$ cat src/rtl/mmio_cmd_pkg.sv
// mmio_cmd_pkg
//   Shared types for the MMIO -> AVST command feeder.
//   t_avst_cmd  : packed command word {is_read,is_32bit,addr,write_data} sent to the bridge
//   t_cmd_entry : command FIFO entry (command plus the read tid that rides alongside it)
//   t_rd_tag    : read tag FIFO entry {tid,hi_lane,is_32bit}
//   ERR_*       : bit positions inside err_flags
//   rsp_lane()  : picks the returned 32-bit lane (or full 64 bits) for an MMIO read response
//   The struct layouts use the widths below; the top-level parameters default to these.
package mmio_cmd_pkg;

   localparam int CMD_ADDR_W = 18;
   localparam int CMD_DATA_W = 64;
   localparam int CMD_TID_W  = 9;

   localparam int ERR_CMD_OVF    = 0;
   localparam int ERR_WR_RD_COLL = 1;
   localparam int ERR_UNEXP_RSP  = 2;

   typedef struct packed {
      logic                  is_read;
      logic                  is_32bit;
      logic [CMD_ADDR_W-1:0] addr;
      logic [CMD_DATA_W-1:0] write_data;
   } t_avst_cmd;

   typedef struct packed {
      logic [CMD_TID_W-1:0] tid;
      t_avst_cmd            cmd;
   } t_cmd_entry;

   typedef struct packed {
      logic [CMD_TID_W-1:0] tid;
      logic                 hi_lane;
      logic                 is_32bit;
   } t_rd_tag;

   // 32-bit reads return the addressed lane zero-extended; 64-bit reads pass through.
   function automatic logic [CMD_DATA_W-1:0] rsp_lane(t_rd_tag tag, logic [CMD_DATA_W-1:0] d);
      if (!tag.is_32bit) return d;
      return tag.hi_lane ? {32'h0, d[63:32]} : {32'h0, d[31:0]};
   endfunction

endpackage

$ cat src/rtl/mmio_to_avst_cmd_if.sv
// mmio_to_avst_cmd_if
//   Bundles the MMIO request/response, AVST command and read-data signals of the feeder.
//   modport slave  : the feeder (mmio_to_avst_cmd)
//   modport master : the surrounding host / bridge environment
interface mmio_to_avst_cmd_if #(
   parameter int AVMM_ADDR_WIDTH = 18,
   parameter int TID_WIDTH       = 9
);
   // host MMIO request
   logic                        mmio_wr_valid;
   logic                        mmio_rd_valid;
   logic [AVMM_ADDR_WIDTH-3:0]  mmio_addr;
   logic                        mmio_len64;
   logic [TID_WIDTH-1:0]        mmio_tid;
   logic [63:0]                 mmio_wdata;
   // AVST command to bridge
   logic [AVMM_ADDR_WIDTH+65:0] cmd_data;
   logic                        cmd_valid;
   logic                        cmd_ready;
   // read data from bridge
   logic [63:0]                 rsp_data;
   logic                        rsp_valid;
   logic                        rsp_ready;
   // MMIO read response
   logic                        mmio_rsp_valid;
   logic [TID_WIDTH-1:0]        mmio_rsp_tid;
   logic [63:0]                 mmio_rsp_data;

   modport slave (
      input  mmio_wr_valid, mmio_rd_valid, mmio_addr, mmio_len64, mmio_tid, mmio_wdata,
      output cmd_data, cmd_valid,
      input  cmd_ready,
      input  rsp_data, rsp_valid,
      output rsp_ready,
      output mmio_rsp_valid, mmio_rsp_tid, mmio_rsp_data
   );

   modport master (
      output mmio_wr_valid, mmio_rd_valid, mmio_addr, mmio_len64, mmio_tid, mmio_wdata,
      input  cmd_data, cmd_valid,
      output cmd_ready,
      output rsp_data, rsp_valid,
      input  rsp_ready,
      input  mmio_rsp_valid, mmio_rsp_tid, mmio_rsp_data
   );

endinterface

$ cat src/rtl/mmio_sync_fifo.sv
// mmio_sync_fifo
//   Single-clock FIFO, output taken straight from the storage flops.
//   clk, reset_n : clock, synchronous active-low reset (flushes pointers)
//   push, din    : write request / data; accepted when not full or when popping the same cycle
//   pop, dout    : read request / head entry (valid while !empty)
//   full, empty  : occupancy flags
//   DEPTH must be a power of two (pointers wrap naturally).
module mmio_sync_fifo #(
   parameter int WIDTH = 8,
   parameter int DEPTH = 8
) (
   input  logic             clk,
   input  logic             reset_n,
   input  logic             push,
   input  logic [WIDTH-1:0] din,
   input  logic             pop,
   output logic [WIDTH-1:0] dout,
   output logic             full,
   output logic             empty
);

   localparam int PW = (DEPTH > 1) ? $clog2(DEPTH) : 1;

   logic [WIDTH-1:0] mem [DEPTH];
   logic [PW-1:0]    wr_ptr, rd_ptr;
   logic [PW:0]      count;
   logic             do_push, do_pop;

   assign do_pop  = pop & ~empty;
   assign do_push = push & (~full | do_pop);
   assign empty   = (count == '0);
   assign full    = (count == (PW+1)'(DEPTH));
   assign dout    = mem[rd_ptr];

   always_ff @(posedge clk) begin
      if (do_push) mem[wr_ptr] <= din;
   end

   always_ff @(posedge clk) begin
      if (!reset_n) begin
         wr_ptr <= '0;
         rd_ptr <= '0;
         count  <= '0;
      end else begin
         if (do_push) wr_ptr <= wr_ptr + 1'b1;
         if (do_pop)  rd_ptr <= rd_ptr + 1'b1;
         case ({do_push, do_pop})
            2'b10:   count <= count + 1'b1;
            2'b01:   count <= count - 1'b1;
            default: count <= count;
         endcase
      end
   end

endmodule

$ cat src/rtl/mmio_to_avst_cmd.sv
// mmio_to_avst_cmd
//   Upstream feeder for the AVST-to-AVMM slave bridge. Converts MMIO requests into packed AVST
//   commands, queues them in order, limits reads in flight and tags returned read data with its tid.
//   clk, reset_n : clock, synchronous active-low reset
//   bus (slave)  : MMIO request, AVST command, bridge read data and MMIO response signals
//   err_flags    : sticky [0] command overflow, [1] write+read collision, [2] unexpected response
//   wr_cnt,rd_cnt: accepted write / read commands (only when MMIO_CMD_STATS_EN is defined)
//   Optional feature macro: MMIO_CMD_STATS_EN.
module mmio_to_avst_cmd
   import mmio_cmd_pkg::*;
#(
   parameter int AVMM_ADDR_WIDTH    = CMD_ADDR_W,
   parameter int AVMM_DATA_WIDTH    = CMD_DATA_W,
   parameter int TID_WIDTH          = CMD_TID_W,
   parameter int CMD_FIFO_DEPTH     = 8,
   parameter int MAX_RD_OUTSTANDING = 4
) (
   input  logic                clk,
   input  logic                reset_n,
   mmio_to_avst_cmd_if.slave   bus,
   output logic [2:0]          err_flags
`ifdef MMIO_CMD_STATS_EN
   ,
   output logic [31:0]         wr_cnt,
   output logic [31:0]         rd_cnt
`endif
);

   localparam int CNT_W = $clog2(MAX_RD_OUTSTANDING) + 1;

   logic [AVMM_ADDR_WIDTH-1:0] req_addr;
   logic [AVMM_DATA_WIDTH-1:0] req_wdata;
   logic [TID_WIDTH-1:0]       req_tid;
   logic                       req_wr, req_rd, req_any, collide, overflow;
   t_cmd_entry                 req_ent, head_ent;
   logic                       cmd_full, cmd_empty, cmd_pop;
   t_rd_tag                    tag_in, tag_out;
   logic                       tag_full, tag_empty, tag_push;
   logic                       rsp_take, rsp_fire, rsp_unexp, rd_throttled;
   logic [CNT_W-1:0]           rd_outst;

   // A write wins a same-cycle write/read collision; the read is dropped.
   assign req_wr   = bus.mmio_wr_valid;
   assign req_rd   = bus.mmio_rd_valid & ~bus.mmio_wr_valid;
   assign collide  = bus.mmio_wr_valid & bus.mmio_rd_valid;
   assign req_any  = req_wr | req_rd;
   assign req_addr = {bus.mmio_addr, 2'b00};
   assign req_tid  = bus.mmio_tid;

   // 32-bit writes are replicated to both lanes so the bridge byteenable picks the right one.
   always_comb begin
      req_wdata = '0;
      if (!req_rd) req_wdata = bus.mmio_len64 ? bus.mmio_wdata : {2{bus.mmio_wdata[31:0]}};
   end

   always_comb begin
      req_ent                = '0;
      req_ent.tid            = req_tid;
      req_ent.cmd.is_read    = req_rd;
      req_ent.cmd.is_32bit   = ~bus.mmio_len64;
      req_ent.cmd.addr       = req_addr;
      req_ent.cmd.write_data = req_wdata;
   end

   mmio_sync_fifo #(
      .WIDTH ($bits(t_cmd_entry)),
      .DEPTH (CMD_FIFO_DEPTH)
   ) u_cmd_fifo (
      .clk     (clk),
      .reset_n (reset_n),
      .push    (req_any),
      .din     (req_ent),
      .pop     (cmd_pop),
      .dout    (head_ent),
      .full    (cmd_full),
      .empty   (cmd_empty)
   );

   // Head read waits while the read budget is used up; everything behind it waits too.
   assign rd_throttled  = head_ent.cmd.is_read &
                          ((rd_outst == CNT_W'(MAX_RD_OUTSTANDING)) | tag_full);
   assign bus.cmd_valid = ~cmd_empty & ~rd_throttled;
   assign bus.cmd_data  = bus.cmd_valid ? head_ent.cmd : t_avst_cmd'('0);
   assign cmd_pop       = bus.cmd_valid & bus.cmd_ready;
   assign overflow      = req_any & cmd_full & ~cmd_pop;

   assign tag_push        = cmd_pop & head_ent.cmd.is_read;
   assign tag_in.tid      = head_ent.tid;
   assign tag_in.hi_lane  = head_ent.cmd.addr[2];
   assign tag_in.is_32bit = head_ent.cmd.is_32bit;

   mmio_sync_fifo #(
      .WIDTH ($bits(t_rd_tag)),
      .DEPTH (MAX_RD_OUTSTANDING)
   ) u_tag_fifo (
      .clk     (clk),
      .reset_n (reset_n),
      .push    (tag_push),
      .din     (tag_in),
      .pop     (rsp_fire),
      .dout    (tag_out),
      .full    (tag_full),
      .empty   (tag_empty)
   );

   // A response with no tag queued (e.g. one still in flight across a reset) is discarded.
   assign rsp_take  = bus.rsp_valid & bus.rsp_ready;
   assign rsp_fire  = rsp_take & ~tag_empty;
   assign rsp_unexp = rsp_take & tag_empty;

   always_ff @(posedge clk) begin
      if (!reset_n) begin
         rd_outst           <= '0;
         bus.rsp_ready      <= 1'b0;
         bus.mmio_rsp_valid <= 1'b0;
         bus.mmio_rsp_tid   <= '0;
         bus.mmio_rsp_data  <= '0;
         err_flags          <= '0;
      end else begin
         bus.rsp_ready      <= 1'b1;
         bus.mmio_rsp_valid <= rsp_fire;
         if (rsp_fire) begin
            bus.mmio_rsp_tid  <= tag_out.tid;
            bus.mmio_rsp_data <= rsp_lane(tag_out, bus.rsp_data);
         end
         case ({tag_push, rsp_fire})
            2'b10:   rd_outst <= rd_outst + 1'b1;
            2'b01:   rd_outst <= rd_outst - 1'b1;
            default: rd_outst <= rd_outst;
         endcase
         if (overflow)  err_flags[ERR_CMD_OVF]    <= 1'b1;
         if (collide)   err_flags[ERR_WR_RD_COLL] <= 1'b1;
         if (rsp_unexp) err_flags[ERR_UNEXP_RSP]  <= 1'b1;
      end
   end

`ifdef MMIO_CMD_STATS_EN
   always_ff @(posedge clk) begin
      if (!reset_n) begin
         wr_cnt <= '0;
         rd_cnt <= '0;
      end else if (cmd_pop) begin
         if (head_ent.cmd.is_read) rd_cnt <= rd_cnt + 1'b1;
         else                      wr_cnt <= wr_cnt + 1'b1;
      end
   end
`endif

endmodule
$ cat src/flat_wrapper.sv
// flat-port wrapper written by rule: the top's interface ports become plain ports
module mmio_to_avst_cmd_flat import mmio_cmd_pkg::*;
#(
   parameter int AVMM_ADDR_WIDTH    = CMD_ADDR_W,
   parameter int AVMM_DATA_WIDTH    = CMD_DATA_W,
   parameter int TID_WIDTH          = CMD_TID_W,
   parameter int CMD_FIFO_DEPTH     = 8,
   parameter int MAX_RD_OUTSTANDING = 4
)
  (clk, reset_n, err_flags, bus_mmio_wr_valid, bus_mmio_rd_valid, bus_mmio_addr, bus_mmio_len64, bus_mmio_tid, bus_mmio_wdata, bus_cmd_data, bus_cmd_valid, bus_cmd_ready, bus_rsp_data, bus_rsp_valid, bus_rsp_ready, bus_mmio_rsp_valid, bus_mmio_rsp_tid, bus_mmio_rsp_data);
  mmio_to_avst_cmd_if #(.AVMM_ADDR_WIDTH(AVMM_ADDR_WIDTH), .TID_WIDTH(TID_WIDTH)) bus_i ();
  input  logic clk;
  input  logic reset_n;
  output logic [2:0] err_flags;
  input wire logic [$bits(bus_i.mmio_wr_valid)-1:0] bus_mmio_wr_valid;
  input wire logic [$bits(bus_i.mmio_rd_valid)-1:0] bus_mmio_rd_valid;
  input wire logic [$bits(bus_i.mmio_addr)-1:0] bus_mmio_addr;
  input wire logic [$bits(bus_i.mmio_len64)-1:0] bus_mmio_len64;
  input wire logic [$bits(bus_i.mmio_tid)-1:0] bus_mmio_tid;
  input wire logic [$bits(bus_i.mmio_wdata)-1:0] bus_mmio_wdata;
  output wire logic [$bits(bus_i.cmd_data)-1:0] bus_cmd_data;
  output wire logic [$bits(bus_i.cmd_valid)-1:0] bus_cmd_valid;
  input wire logic [$bits(bus_i.cmd_ready)-1:0] bus_cmd_ready;
  input wire logic [$bits(bus_i.rsp_data)-1:0] bus_rsp_data;
  input wire logic [$bits(bus_i.rsp_valid)-1:0] bus_rsp_valid;
  output wire logic [$bits(bus_i.rsp_ready)-1:0] bus_rsp_ready;
  output wire logic [$bits(bus_i.mmio_rsp_valid)-1:0] bus_mmio_rsp_valid;
  output wire logic [$bits(bus_i.mmio_rsp_tid)-1:0] bus_mmio_rsp_tid;
  output wire logic [$bits(bus_i.mmio_rsp_data)-1:0] bus_mmio_rsp_data;
  assign bus_i.mmio_wr_valid = bus_mmio_wr_valid;
  assign bus_i.mmio_rd_valid = bus_mmio_rd_valid;
  assign bus_i.mmio_addr = bus_mmio_addr;
  assign bus_i.mmio_len64 = bus_mmio_len64;
  assign bus_i.mmio_tid = bus_mmio_tid;
  assign bus_i.mmio_wdata = bus_mmio_wdata;
  assign bus_cmd_data = bus_i.cmd_data;
  assign bus_cmd_valid = bus_i.cmd_valid;
  assign bus_i.cmd_ready = bus_cmd_ready;
  assign bus_i.rsp_data = bus_rsp_data;
  assign bus_i.rsp_valid = bus_rsp_valid;
  assign bus_rsp_ready = bus_i.rsp_ready;
  assign bus_mmio_rsp_valid = bus_i.mmio_rsp_valid;
  assign bus_mmio_rsp_tid = bus_i.mmio_rsp_tid;
  assign bus_mmio_rsp_data = bus_i.mmio_rsp_data;
  mmio_to_avst_cmd #(.AVMM_ADDR_WIDTH(AVMM_ADDR_WIDTH), .AVMM_DATA_WIDTH(AVMM_DATA_WIDTH), .TID_WIDTH(TID_WIDTH), .CMD_FIFO_DEPTH(CMD_FIFO_DEPTH), .MAX_RD_OUTSTANDING(MAX_RD_OUTSTANDING)) u_core (.clk(clk), .reset_n(reset_n), .bus(bus_i), .err_flags(err_flags));
endmodule
$ cat config.mk
export PLATFORM = sky130hd
export DESIGN_NAME = mmio_to_avst_cmd_flat
export DESIGN_NICKNAME = d
export VERILOG_FILES = /design/src/rtl/mmio_cmd_pkg.sv /design/src/rtl/mmio_to_avst_cmd_if.sv /design/src/rtl/mmio_sync_fifo.sv /design/src/rtl/mmio_to_avst_cmd.sv /design/src/flat_wrapper.sv
export SDC_FILE = /design/constraint.sdc
export NUM_CORES = 1
export LEC_CHECK = 0
export BUFFER_PORTS_ARGS = -buffer_cell sky130_fd_sc_hd__clkbuf_2
export CAP_MARGIN = 10
export CORE_ASPECT_RATIO = 1.1
export CORE_UTILIZATION = 50
export CTS_CLUSTER_DIAMETER = 50
export DETAILED_ROUTE_END_ITERATION = 8
export PLACE_DENSITY_LB_ADDON = 0.1
export SYNTH_ARGS = -nofsm -noshare
export SYNTH_HDL_FRONTEND = slang
export SYNTH_SLANG_ARGS = --single-unit
$ cat constraint.sdc
create_clock -name clk -period 8.9 [get_ports clk]
set_input_delay 0.89 -clock clk [delete_from_list [all_inputs] [get_ports clk]]
set_output_delay 0.89 -clock clk [all_outputs]
set_load 0.005 [all_outputs]
==> metrics.txt, run 1 <==
status=finished clean; CORE AREA=between 0.06 and 0.07 mm²; Int Power=roughly 0.0075 W; Die Y=between 200 and 300 µm; unrepaired setup endpoints after global routing=false; Starting Density=approximately 50%; CTS tree=yes; Yosys cell types=50; routability cong.=0.7367; initial antenna violation count=1; max_cap viols=0; CTS Buf Count=~90; Comb power frac=approximately 14%; Post-layout nets=roughly 2300; Routed Antenna Nets=0; Post-CTS Setup Bufs=0; Clock Skews=between 0.02 and 0.025 ns; Setup crit start kind=register; Post-Route Setup TNS=0 ns; Lkg Pwr=13.33 nW; Syn Inst Count=1806; Chip Width=around 250 µm; switching power total=about 0.0024 W; later-pin clock latency in the skew report=between 0.6 and 0.7 ns; antenna fix cells=0; vias in the first global route=18337; port bufs=320; leading area contributor after synthesis=edfxtp_1; via count=17671; PD cells=250.1 mW/mm²; largest fanout on the critical path=47; worst-case clock buffer depth=3; synthesized area per cell=~19 µm²; Seq cells post-synth=around 900; most frequent cell after synthesis=edfxtp_1; Post-synth top cells=772 x edfxtp_1, 191 x mux4_2, 173 x nor2_1; DIE AREA=0.06917 mm²; Final Hold Viols=0; Crit Path Class=register to register; critical path arrival=~5 ns; Iter 0 DRT Violations=roughly 1300; routed length per instance=roughly 24 µm; share of cells above drive strength 1=between 30% and 40%; worst min-delay path class=register to register; CTS resizes=0; worst path required time=9.16 ns; clk sinks=875; synth warn=0; # DRC=0; largest net degree at the start of global routing=160; asr flop ratio synth=0%; Synth-to-Final Area Change=16.08%; GR Overflow Total=0; H-tree depth=3; Final Setup Violations=0; Sw Share=roughly a quarter; FMAX=around 0.22 GHz; clock root cell=clkbuf_16; Slew HR=27.55%; Slowest-stage cell, CP=buf_4; Placement Setup Slack=a little over 4 ns; Seq/Total Area, Yosys=between 70% and 80%; Synth Flop Type=edfxtp_1; Total GRT Usage=21.74%; number of core rows=100; Seq pwr share=between 40% and 50%; worst slew pin tran=1.087 ns; hpwl dp=roughly 43000 µm; Pre-antenna DRT Iters=5; maximum vdd drop=between 0.2 and 0.25 mV; crit-path cells=mux2_2 > mux4_2 > a21bo_2 > a31oi_4 > nand2_1 > nor3_4 > buf_4 > buf_4; top cells by area, synth=edfxtp_1 68%, mux4_2 13%, dfxtp_1 6.1%, mux2i_1 4.3%, nor2_1 1.9%; Hold Buf Count CTS=0; EDFF count, synth=772; Yosys top cell area share=68.06%; fin crit period=4.636 ns; Largest stage delay, worst path=0.73 ns; DR vias/cell=between 5 and 6; CTS clk-pin slew, worst paths=roughly 0.060 ns; synthesized area=around 0.034 mm²; final wirelength=74530 µm; Boundary Pins=323; Critical Path Sink Type=register; fin. max-slew vios=0; setup ws final=4.264 ns; final critical-path share of the clock period=between 50% and 60%; first-pass GRT wire length=about 110000 µm; Crit path top cell by count=buf_4; clock share of power=~37%
[cells in the final DEF, fill, tap and decap left out, types with 11 or more instances in the layout]
cell | Yosys | layout
edfxtp_1 | 772 | 772
clkbuf_2 | 0 | 320
mux4_2 | 191 | 191
nor2_1 | 173 | 167
mux2i_1 | 147 | 147
dfxtp_1 | 103 | 100
clkbuf_16 | 0 | 94
nand2_1 | 62 | 62
a21oi_1 | 51 | 51
nand3_1 | 36 | 36
a211oi_1 | 33 | 33
nor2b_1 | 33 | 32
buf_4 | 2 | 21
clkbuf_1 | 67 | 19
clkinv_2 | 0 | 18
mux2_2 | 15 | 15
clkinv_1 | 0 | 15
inv_1 | 11 | 11
[layer usage]
layer  GRT usage [%]  wire, µm
met3           3.668      4034
met4           6.964      1769
met2           37.31     37600
met1           28.53     31130
met5               0         0
[layout make-up]
| class | count | area (µm²) |
|---|---|---|
| Tap cell | 867 | 1085 |
| Multi-Input combinational cell | 810 | 8384 |
| Sequential cell | 875 | 25260 |
| Inverter | 14 | 57.56 |
| Clock buffer | 115 | 2451 |
| Fill cell | 5114 | 28030 |
| Timing Repair Buffer | 345 | 1839 |
| Clock inverter | 55 | 464.2 |
[power by group through the flow]
stage / Clock (W) / Combinational [W] / Sequential [W]
6_report: 0.00369 / 0.00143 / 0.00477
5_1_grt: 0.00394 / 0.00156 / 0.00479
4_1_cts: 0.00378 / 0.00147 / 0.00477
3_5_place_dp: 0 / 0.00146 / 0.00486
3_3_place_gp: 0 / 0.00144 / 0.00485
2_1_floorplan: 0 / 0.000967 / 0.00482
[critical path, delay by kind of cell, from the launching register on]
kind | cells | cell delay [ns]
AO/OA/AOI/OAI | 2 | 0.58
buffers and inverters | 2 | 1.33
flip-flops | 1 | 0.72
multiplexers | 2 | 0.93
AND/OR/NAND/NOR | 2 | 0.66
[final timing paths]
check / startpoint / end / slack [ns] / cells after the start
worst max-delay path: register / u_core.u_cmd_fifo.mem[1][0] / 4.26 / 8
worst min-delay path: u_core.bus.mmio_rsp_tid[7] / u_core.bus.mmio_rsp_tid[7] / 0.45 / 2
worst max register to register: register / u_core.u_cmd_fifo.mem[1][0] / 4.26 / 8
worst min register to register: u_core.bus.mmio_rsp_tid[7] / u_core.bus.mmio_rsp_tid[7] / 0.45 / 2
[cells by family (layout without fill, tap and decap cells)]
logic type      Yosys count  after routing  share of synthesized area (%)
mux                     354            354                          17.49
buf+inv                 122            529                          1.510
flops                   875            875                          74.12
xor+xnor                 10             10                         0.2572
fa+ha+maj                11             11                         0.4482
other cells               1              2                        0.01101
simple gates            333            333                          4.287
compound gates          100            100                          1.881
[registers in the layout, indices dropped and copies added, names as in the netlist, 2 cells and up, named ones only]
signal,flops
u_core.u_cmd_fifo.mem,728
u_core.u_cmd_fifo.count,4
u_core.bus.mmio_rsp_data,64
u_core.u_cmd_fifo.wr_ptr,3
u_core.u_cmd_fifo.rd_ptr,3
u_core.u_tag_fifo.count,3
u_core.bus.mmio_rsp_tid,9
u_core.u_tag_fifo.rd_ptr,2
u_core.rd_outst,3
u_core.u_tag_fifo.mem,44
u_core.u_tag_fifo.wr_ptr,2
u_core.err_flags,3
[per-stage QoR]
stage / area, µm² / total power (W) / util [%] / cells / hold slack [ns]
after global routing: 39540 / 0.01029 / 58.52 / 3081 / 0.4700
after detailed placement: 36620 / 0.006320 / 54.20 / 2911 / 0.4472
after CTS: 39540 / 0.01002 / 58.52 / 3081 / 0.4556
final: 39540 / 0.009886 / 58.52 / 3081 / 0.4536
after global placement: 36620 / 0.006291 / 54.20 / 2911 / 0.4390
after floorplan: 34060 / 0.005792 / - / 1807 / 0.4483
Power figures use the tool's default switching activity.
==> run 2, diff against run 1 <==
clock period = 4 ns   (was 8.9 ns; I/O delays follow)
==> run 2 against run 1 <==
Compared with the run above: combinational power is 130% higher; first-iteration DRC count down 5.3%; clock power grew 120%; die area stayed put; via count down 0.54%; sequential power up 120%; critical path depth shrank 2; routed wire length down 1.4%; register-to-register slack lost 3.4 ns.
==> metrics.txt, run 2 (same netlist as run 1, synthesis figures left out) <==
number of core rows=100 (unchanged); CTS resizes=0 (unchanged); Worst Hold End=u_core.bus.mmio_rsp_data[51]; Slowest-stage cell, CP=mux4_2; Comb power frac=14.8% (+0.3 points); Post-layout nets=2338 (+1.3%); fin crit period=~3.5 ns; unrepaired setup endpoints after global routing=false; later-pin clock latency in the skew report=0.64 ns (about the same); status=finished clean; biggest regs=u_core.u_cmd_fifo.mem (728), u_core.bus.mmio_rsp_data (64), u_core.u_tag_fifo.mem (44); max reg flops=728 (unchanged); final critical-path share of the clock period=between 80% and 90%; final wirelength=73460 µm (-1.4%); Seq. cell area=0.02526 mm² (unchanged); Setup crit start kind=register; Largest Register=u_core.u_cmd_fifo.mem; maximum vdd drop=0.3720 mV (+52%); non-filler cells, final=3108 (+0.88%); Routed Antenna Nets=0 (unchanged); clock root cell=clkbuf_16; DR vias/cell=5.655 (-1.4%); Placement Setup Slack=0.8444 ns (-3.303 ns); Cells on Worst Hold Path=3 (+1); Critical Path Sink Type=output port; CTS Buf Count=93 (+1.1%); CORE AREA=0.06756 mm² (unchanged); Lkg Pwr=13.48 nW (+1.1%); Post-CTS Setup Bufs=0 (unchanged); via count=17576 (-0.54%); Seq pwr share=48.2% (about the same); worst slew pin tran=1.072 ns (-0.01444 ns); Largest stage delay, worst path=0.52 ns (-0.21 ns); FMAX=roughly 0.28 GHz; worst-case clock buffer depth=3 (unchanged); hpwl dp=41150 µm (-3.7%); hold path startpoint=bus_rsp_data[51]; crit-path cells=mux2_2 > mux4_2 > a21o_4 > buf_4 > nor2_1 > clkbuf_2; Iter 0 DRT Violations=1186 (-5.3%); Hold Buf Count CTS=18 (+18); Multi-input gate area=0.008403 mm² (+0.22%); DIE AREA=0.06917 mm² (unchanged); # DRC=0 (unchanged); max_cap viols=0 (unchanged); worst min-delay path class=input pin to register; Final Hold Viols=0 (unchanged); setup ws final=0.4869 ns (-3.777 ns); fin. max-slew vios=0 (unchanged); R2R Setup Slk=0.84 ns (-3.42 ns); WP buf/inv=2 (unchanged); clock share of power=37.0% (-0.3 points); Clock Skews=0.02281 ns (-0.0001334 ns); Sw Share=24.47% (-0.088 points); fin area=0.03992 mm² (+0.98%); vias in the first global route=18046 (-1.6%); Boundary Pins=323 (unchanged); routed length per instance=23.64 µm (-2.3%); Starting Density=50.41% (unchanged); Post-Place Cells=2921 (+0.34%); worst path required time=3.60 ns (-5.56 ns); CTS clk-pin slew, worst paths=0.06 ns (about the same); most frequent cells in the layout=772 x edfxtp_1, 323 x clkbuf_2, 191 x mux4_2, 167 x nor2_1, 147 x mux2i_1; Synth-to-Final Area Change=17.21%; Total GRT Usage=21.29% (-0.46 points); most common cell after layout, fill and taps aside=edfxtp_1; port bufs=320 (unchanged); r2r endpoint=u_core.u_cmd_fifo.mem[0][75]; R2R depth=7 (-1); GR Overflow Total=0 (unchanged); switching power total=0.005363 W (+120%); clk sinks=875 (unchanged); Final Setup Violations=0 (unchanged); PD cells=548.9 mW/mm² (+120%); Crit Path Class=register to output port; largest fanout on the critical path=41 (-13%); share of cells above drive strength 1=32.23% (about the same); Int Power=0.01655 W (+120%); Fillers=5064 (-0.98%); Post-Route Setup TNS=0 ns (unchanged); Die Y=275.7 µm (unchanged); initial antenna violation count=4 (+3); CTS tree=yes; Post-DP Area=0.03685 mm² (+0.63%); Pre-antenna DRT Iters=5 (unchanged); top cell family by delay on the critical path=multiplexers; routability cong.=0.7427 (+0.81%); Slew HR=28.51% (+0.96 points); first-pass GRT wire length=109900 µm (-1.9%); critical path arrival=3.11 ns (-1.78 ns); largest net degree at the start of global routing=108 (-33%); Tot Pwr=0.02191 W (+120%); Chip Width=250.9 µm (unchanged); H-tree depth=3 (unchanged)
[run 2: stage by stage]
stage                     hold WS (ns)  util, %
after floorplan                 0.4277        -
after global placement          0.4394    54.54
after detailed placement        0.4444    54.54
after CTS                    0.0009945    59.07
after global routing           0.02364    59.09
final                          0.03972    59.09
[run 2: worst max-delay path by stage]
stage	slack [ns]	startpoint	end	cells after the start
floorplan	-0.73	register	u_core.u_cmd_fifo.mem[2][0]	7
global placement	0.86	register	u_core.u_cmd_fifo.mem[0][77]	7
detailed placement	0.84	register	u_core.u_cmd_fifo.mem[0][78]	7
CTS	0.44	register	bus_cmd_data[40]	5
global route	0.35	register	bus_cmd_data[47]	6
finish	0.49	register	bus_cmd_data[62]	6
[run 2: routing by layer]
metal | part of all wire [%] | GRT usage, %
met3 | 5.2 | 3.565
met2 | 49 | 35.45
met1 | 44 | 29.20
met5 | 0 | 0
met4 | 2.0 | 6.130
[run 2: worst min-delay path, delay by kind of cell]
family	cells	cell delay (ns)
buffers and inverters	1	0.10
and+or+nand+nor	1	0.06
AOI/OAI and AO/OA	1	0.06
[run 2: power groups by stage]
stage	combinational [W]	sequential [W]	clock (W)
2_1_floorplan	0.00216	0.0107	0
3_3_place_gp	0.00326	0.0107	0
3_5_place_dp	0.00329	0.0108	0
4_1_cts	0.00332	0.0106	0.00830
5_1_grt	0.00355	0.0106	0.00866
6_report	0.00325	0.0106	0.00810
[run 2: layout make-up]
cell class,instances,share of cell area (%)
clock buffer,118,6.230
clock inverter,47,0.9841
sequential,875,63.26
antenna,4,0.02507
multi-input combinational,810,21.05
tap,867,2.717
timing repair buffer,373,5.591
inverter,14,0.1442
